<file path="config.mk">
export PLATFORM = sky130hd
export DESIGN_NAME = id_scoreboard
export DESIGN_NICKNAME = d
export VERILOG_FILES = /design/src/rtl/id_pkg.sv /design/src/rtl/sb_counter.sv /design/src/rtl/id_scoreboard.sv
export SDC_FILE = /design/constraint.sdc
export NUM_CORES = 1
export LEC_CHECK = 0
export ABC_CLOCK_PERIOD_IN_PS = 13200
export CORE_MARGIN = 8
export CORE_UTILIZATION = 65
export CTS_BUF_LIST = sky130_fd_sc_hd__clkbuf_16
export CTS_CLUSTER_SIZE = 25
export DETAILED_ROUTE_END_ITERATION = 10
export PLACE_DENSITY = 0.91
export SYNTH_ARGS = -nofsm -noshare
export SYNTH_HDL_FRONTEND = slang
export SYNTH_SLANG_ARGS = --single-unit
</file>
<file path="constraint.sdc">
create_clock -name clk -period 13.2 [get_ports clk]
set_input_delay 1.98 -clock clk [delete_from_list [all_inputs] [get_ports clk]]
set_output_delay 1.98 -clock clk [all_outputs]
set_load 0.005 [all_outputs]
</file>
<file path="src/rtl/id_pkg.sv">
// Shared constants for the ID-stage scoreboard: latency classes,
// default maximum latency and the counter-width helper.
package id_pkg;

    localparam int MAX_LAT_DEF = 8;

    localparam int LAT_ALU  = 0;
    localparam int LAT_LOAD = 1;
    localparam int LAT_MUL  = 3;
    localparam int LAT_DIV  = MAX_LAT_DEF;

    function automatic int cnt_width(input int max_lat);
        return $clog2(max_lat + 1);
    endfunction

endpackage

</file>
<file path="src/rtl/sb_counter.sv">
// One register's remaining-latency counter: load on issue, else count down to 0.
// Ports: clk, rst_n, i_load, i_load_val, o_busy (cnt != 0), o_cnt.
module sb_counter
    import id_pkg::*;
#(
    parameter int CNT_W = cnt_width(MAX_LAT_DEF)
) (
    input  logic             clk,
    input  logic             rst_n,
    input  logic             i_load,
    input  logic [CNT_W-1:0] i_load_val,
    output logic             o_busy,
    output logic [CNT_W-1:0] o_cnt
);

    logic [CNT_W-1:0] r_cnt;

    always_ff @(posedge clk or negedge rst_n) begin
        if (!rst_n) begin
            r_cnt <= '0;
        end else if (i_load) begin
            r_cnt <= i_load_val;
        end else if (r_cnt != '0) begin
            r_cnt <= r_cnt - CNT_W'(1);
        end
    end

    assign o_busy = (r_cnt != '0);
    assign o_cnt  = r_cnt;

endmodule

</file>
<file path="src/rtl/id_scoreboard.sv">
// ID-stage hazard unit tracking remaining result latency per register.
// Inputs: ID instruction fields (valid, rs1/rs2/rd, latency class), flush.
// Outputs: stall, if_write, issue, busy_mask.
// Optional ID_SCOREBOARD_PERF_EN adds perf_raw_cnt / perf_waw_cnt.
module id_scoreboard
    import id_pkg::*;
#(
    parameter  int NUM_REGS = 32,
    parameter  int MAX_LAT  = MAX_LAT_DEF,
    localparam int REG_AW   = $clog2(NUM_REGS),
    localparam int CNT_W    = cnt_width(MAX_LAT)
) (
    input  logic                clk,
    input  logic                rst_n,
    input  logic                id_valid,
    input  logic [REG_AW-1:0]   id_rs1_addr,
    input  logic [REG_AW-1:0]   id_rs2_addr,
    input  logic                id_rs1_used,
    input  logic                id_rs2_used,
    input  logic [REG_AW-1:0]   id_rd_addr,
    input  logic                id_rd_we,
    input  logic [CNT_W-1:0]    id_lat,
    input  logic                flush,
    output logic                stall,
    output logic                if_write,
    output logic                issue,
    output logic [NUM_REGS-1:0] busy_mask
`ifdef ID_SCOREBOARD_PERF_EN
    ,
    output logic [31:0]         perf_raw_cnt,
    output logic [31:0]         perf_waw_cnt
`endif
);

    logic [CNT_W-1:0] w_cnt [NUM_REGS];
    logic [CNT_W-1:0] w_lat_c;
    logic             w_raw1;
    logic             w_raw2;
    logic             w_waw;
    logic             w_stall;
    logic             w_issue;

    assign w_lat_c = (id_lat > CNT_W'(MAX_LAT)) ? CNT_W'(MAX_LAT) : id_lat;

    // Checks use the pre-issue counters, so rd == rs waits on the old value.
    assign w_raw1 = id_rs1_used & (id_rs1_addr != '0)
                  & (w_cnt[id_rs1_addr] != '0);
    assign w_raw2 = id_rs2_used & (id_rs2_addr != '0)
                  & (w_cnt[id_rs2_addr] != '0);
    // An older, slower write must not land after this younger one.
    assign w_waw  = id_rd_we & (id_rd_addr != '0)
                  & (w_cnt[id_rd_addr] > w_lat_c);

    assign w_stall = id_valid & ~flush & (w_raw1 | w_raw2 | w_waw);
    assign w_issue = id_valid & ~flush & ~w_stall;

    assign stall    = w_stall;
    assign if_write = ~w_stall;
    assign issue    = w_issue;

    assign w_cnt[0]     = '0;
    assign busy_mask[0] = 1'b0;

    for (genvar r = 1; r < NUM_REGS; r++) begin : g_cnt
        sb_counter #(
            .CNT_W(CNT_W)
        ) u_cnt (
            .clk       (clk),
            .rst_n     (rst_n),
            .i_load    (w_issue & id_rd_we & (id_rd_addr == REG_AW'(r))),
            .i_load_val(w_lat_c),
            .o_busy    (busy_mask[r]),
            .o_cnt     (w_cnt[r])
        );
    end

`ifdef ID_SCOREBOARD_PERF_EN
    logic [31:0] r_perf_raw;
    logic [31:0] r_perf_waw;

    always_ff @(posedge clk or negedge rst_n) begin
        if (!rst_n) begin
            r_perf_raw <= '0;
            r_perf_waw <= '0;
        end else begin
            if (w_stall & (w_raw1 | w_raw2) & (r_perf_raw != '1)) begin
                r_perf_raw <= r_perf_raw + 32'd1;
            end
            if (w_stall & w_waw & ~w_raw1 & ~w_raw2 & (r_perf_waw != '1)) begin
                r_perf_waw <= r_perf_waw + 32'd1;
            end
        end
    end

    assign perf_raw_cnt = r_perf_raw;
    assign perf_waw_cnt = r_perf_waw;
`endif

endmodule
</file>
==> metrics.md <==
| Metric | Value |
|---|---|
| Count of port buffers added during placement | 59 |
| Netlist cell types | between 60 and 70 |
| CTS tree | done |
| Post-synthesis instance total | ~1000 |
| Final period demand of the worst path | between 8 and 9 ns |
| Gp weighted congestion | between 0.9 and 1 |
| Wire length of the first global-routing pass | about 45000 microns |
| Maximum buffer depth of the clock tree | 2 |
| Cell with the largest stage delay on the worst path | sky130_fd_sc_hd__o311a_4 |
| Required time reported for the critical path endpoint | 11.22 ns |
| Worst vdd rail ir drop | ~140 uV |
| Minimum setup slack in the final design | approximately 4.3 ns |
| Async SR Flop Fraction | 100% |
| Ratio of cells with drive above 1 in the final layout | between 10% and 20% |
| Number of clock sinks | 124 |
| Classification of the worst setup path | primary input to output pin |
| Maximum level of the CTS H-tree | 4 |
| Leakage dissipation | about 5.6 nW |
| Relative area change from synthesis to final layout | 9.52% |
| Clock-pin slew on the worst setup and hold paths | 0.06 ns |
| Transition time at the pin with the least slew margin | roughly 1.1 ns |
| Clock latency at the later pin of the worst-skew pair | 0.43 ns |
| Beginning of the worst hold path | g_cnt[6].u_cnt.o_cnt[0] |
| CP max stage delay | ~0.8 ns |
| Top-level port count | ~60 |
| Root buf cell | sky130_fd_sc_hd__clkbuf_16 |
| Floorplan die area | ~20000 sq um |
| Family with the most delay on the worst path | compound AO/OA/AOI/OAI gates |
| Vias in the first global route | between 8000 and 9000 |
| Overall via count from detail_route | 8374 |
| Most repeated cell in the gate-level netlist after synthesis | sky130_fd_sc_hd__mux2i_1 |
| Overall routing resource usage | 28.9% |
| Final cell count without fillers | 1265 |
| Period utilization | 67.2% |
| Number of DRC markers in iteration 0 | about 1100 |
| Post-synthesis instance area | 10300 sq um |
| Leading post-synthesis cells by instance count | sky130_fd_sc_hd__mux2i_1, sky130_fd_sc_hd__dfrtp_1, sky130_fd_sc_hd__nand2_1, sky130_fd_sc_hd__inv_1, sky130_fd_sc_hd__ha_1 |
| Leading post-synthesis cells by cell area | sky130_fd_sc_hd__dfrtp_1, sky130_fd_sc_hd__mux2i_1, sky130_fd_sc_hd__mux4_2, sky130_fd_sc_hd__ha_1, sky130_fd_sc_hd__nand4_4 |
| Count of yosys warnings during synthesis | 0 |
| Number of vias per cell | 6.62 |
| Starting density of the core | about two thirds |
| Startpoint of the most critical register-to-register path | g_cnt[24].u_cnt.o_cnt[1] |
| Number of antenna violations at the first check in global routing | 0 |
| Worst rel slew slack | between 20% and 30% |
| Type of element capturing the critical path | output pin |
| Number of flip-flops and latches in the synthesized netlist | 124 |
| Hold_buf cts | 0 |
| Final total power | 2.64 mW |
| Nets in the synthesized netlist | around 1100 |
| GR Overflow Total | 0 |
| DRC | 0 |
| Highest clock rate | approximately 0.11 GHz |
| Number of search-and-repair iterations in the first detailed-routing pass | 6 |
| Final setup violation count | 0 |
| Number of enable flip-flop cells after synthesis | 0 |
| Maximum number of pins on one net before global-route repair | between 70 and 80 |
| Inst Count DP | between 1000 and 1500 |
| Post-placement setup slack | ~4.4 ns |
| Worst path bufs/invs | 4 |
| Cell type contributing the most total cell area after synthesis | sky130_fd_sc_hd__dfrtp_1 |
| Type of element launching the critical path | primary input |
| Sum Neg Setup Slack | 0 ns |
| Main synth FF type | sky130_fd_sc_hd__dfrtp_1 |
| Sequential share of the synthesized area | a little under a third |
| Setup repair after global routing missed its margin | false |
| Crit-path cells | clkdlybuf4s50_1 > buf_4 > nand2_1 > nor3_1 > a22oi_1 > nand2_1 > nor3_1 > a21oi_1 > ha_1 > nor2b_1 > o21a_1 > o21a_1 > o2111ai_1 > o311a_4 > a21oi_1 > inv_1 > clkdlybuf4s50_1 |
| Largest fanout on the critical path | 34 |
| Buffer count from post-CTS setup fixing | 0 |
| Inserted Clock Buffers | 17 |
| Final net count | roughly 1100 |
| Die Ht | 142 microns |
| Die outline width | approximately 140 microns |
| Core region area | 15700 sq um |
| CP Launch Point | id_rd_addr[1] |
| Post-CTS sizing | 0 |
| Type of the worst min-delay path | register to register |
| Count of final hold-check violations | 0 |
| Detail Placement HPWL | 19700 microns |
| Diodes inserted | 0 |
| Pwr dens | around 230 nW/um^2 |
| Count of max-cap constraint violations | 0 |
| Final wirelength | ~28000 microns |
| Number of pins with negative max-slew slack in the final report | 0 |
| Std cell rows | 46 |
| Count of nets left with antenna violations after detail routing | 0 |
| Per-cell routed wire length | 22.3 microns |
| Crit path DAT | just under 7 ns |
| Outcome | finished clean |
| Clk_skew | between 0.01 and 0.015 ns |
| Number of flip-flops in the largest register | approximately 120 |
| Syn avg cell area | 10.1 sq um |
| Top-area cell type share of the netlist area | between 30% and 40% |
## routing by layer
metal / GRT usage [%] / part of all wire [%] / vias to the layer above
met5: 0 / 0 / -
met1: 33.9 / 37 / 4010
met3: 8.32 / 11 / 136
met2: 46.7 / 48 / 550
met4: 16.1 / 4.6 / 0
li1: - / - / 3678
## report_power, final
group	internal [mW]	leakage, nW	total, mW	switching, mW
Combinational	0.621	3.88	1.28	0.662
Sequential	0.589	1.48	0.906	0.317
Clock	0.273	0.265	0.455	0.182
## through the flow
stage | hold WS (ns) | area (sq um) | utilization (%)
5_1_grt | 0.671 | 11300 | 72.0
3_3_place_gp | 0.602 | 10800 | 68.4
3_5_place_dp | 0.608 | 10800 | 68.4
2_1_floorplan | 0.570 | 10300 | -
4_1_cts | 0.625 | 11300 | 72.0
6_report | 0.632 | 11300 | 72.0
## logic make-up (layout without fill, tap and decap cells)
logic type,after synthesis,in the layout,share of synthesized area (%)
buffers and inverters,153,176,7.56
muxes,179,179,22.4
and+or+nand+nor,322,322,19.4
AOI/OAI and AO/OA,119,119,7.31
DFF,124,124,30.1
other,1,1,0.0363
xor gates and xnor gates,62,62,5.26
adders and majority gates,66,66,8.00
## path summary, 6_finish.rpt
path | to | slack, ns | cells after the start
setup / recovery | if_write | 4.32 | 17
hold / removal | g_cnt[6].u_cnt.o_cnt[0] | 0.63 | 2
setup reg to reg | g_cnt[25].u_cnt.o_cnt[1] | 8.86 | 12
hold reg to reg | g_cnt[6].u_cnt.o_cnt[0] | 0.63 | 2
max in group asynchronous | g_cnt[19].u_cnt.o_cnt[0] | 10.22 | 2
min in group asynchronous | g_cnt[1].u_cnt.o_cnt[2] | 1.60 | 1
## cells in the final DEF (no fill, tap or decap), types with 39 or more instances in the layout
master                            Yosys  routed
sky130_fd_sc_hd__clkdlybuf4s50_1      0      57
sky130_fd_sc_hd__mux4_2              41      41
sky130_fd_sc_hd__a21oi_1             39      39
sky130_fd_sc_hd__dfrtp_1            124     124
sky130_fd_sc_hd__ha_1                66      66
sky130_fd_sc_hd__o21ai_0             39      39
sky130_fd_sc_hd__nor3_1              40      40
sky130_fd_sc_hd__mux2i_1            134     134
sky130_fd_sc_hd__nand2_1            110     110
sky130_fd_sc_hd__inv_1               78      80
sky130_fd_sc_hd__nor2_1              56      56
## worst reg2reg max path, stage by stage (launching register included)
cell and delay (ns):
sky130_fd_sc_hd__dfrtp_1 0.46, sky130_fd_sc_hd__mux4_2 0.50, sky130_fd_sc_hd__mux4_2 0.47, sky130_fd_sc_hd__inv_1 0.08, sky130_fd_sc_hd__a21oi_1 0.07, sky130_fd_sc_hd__ha_1 0.32, sky130_fd_sc_hd__nor2b_1 0.13, sky130_fd_sc_hd__o21a_1 0.16
sky130_fd_sc_hd__o21a_1 0.16, sky130_fd_sc_hd__o2111ai_1 0.20, sky130_fd_sc_hd__o311a_4 0.80, sky130_fd_sc_hd__nand4_1 0.59, sky130_fd_sc_hd__mux2i_1 0.31
## layout make-up
type                            instances  area, sq um
Timing Repair Buffer                   67          643
Clock buffer                           17          425
Multi-Input combinational cell        749         6440
Inverter                               78          293
Fill cell                            1073         4400
Tap cell                              216          270
Sequential cell                       124         3100
Clock inverter                         14          133
No activity file was read; power rests on OpenSTA's default activity.
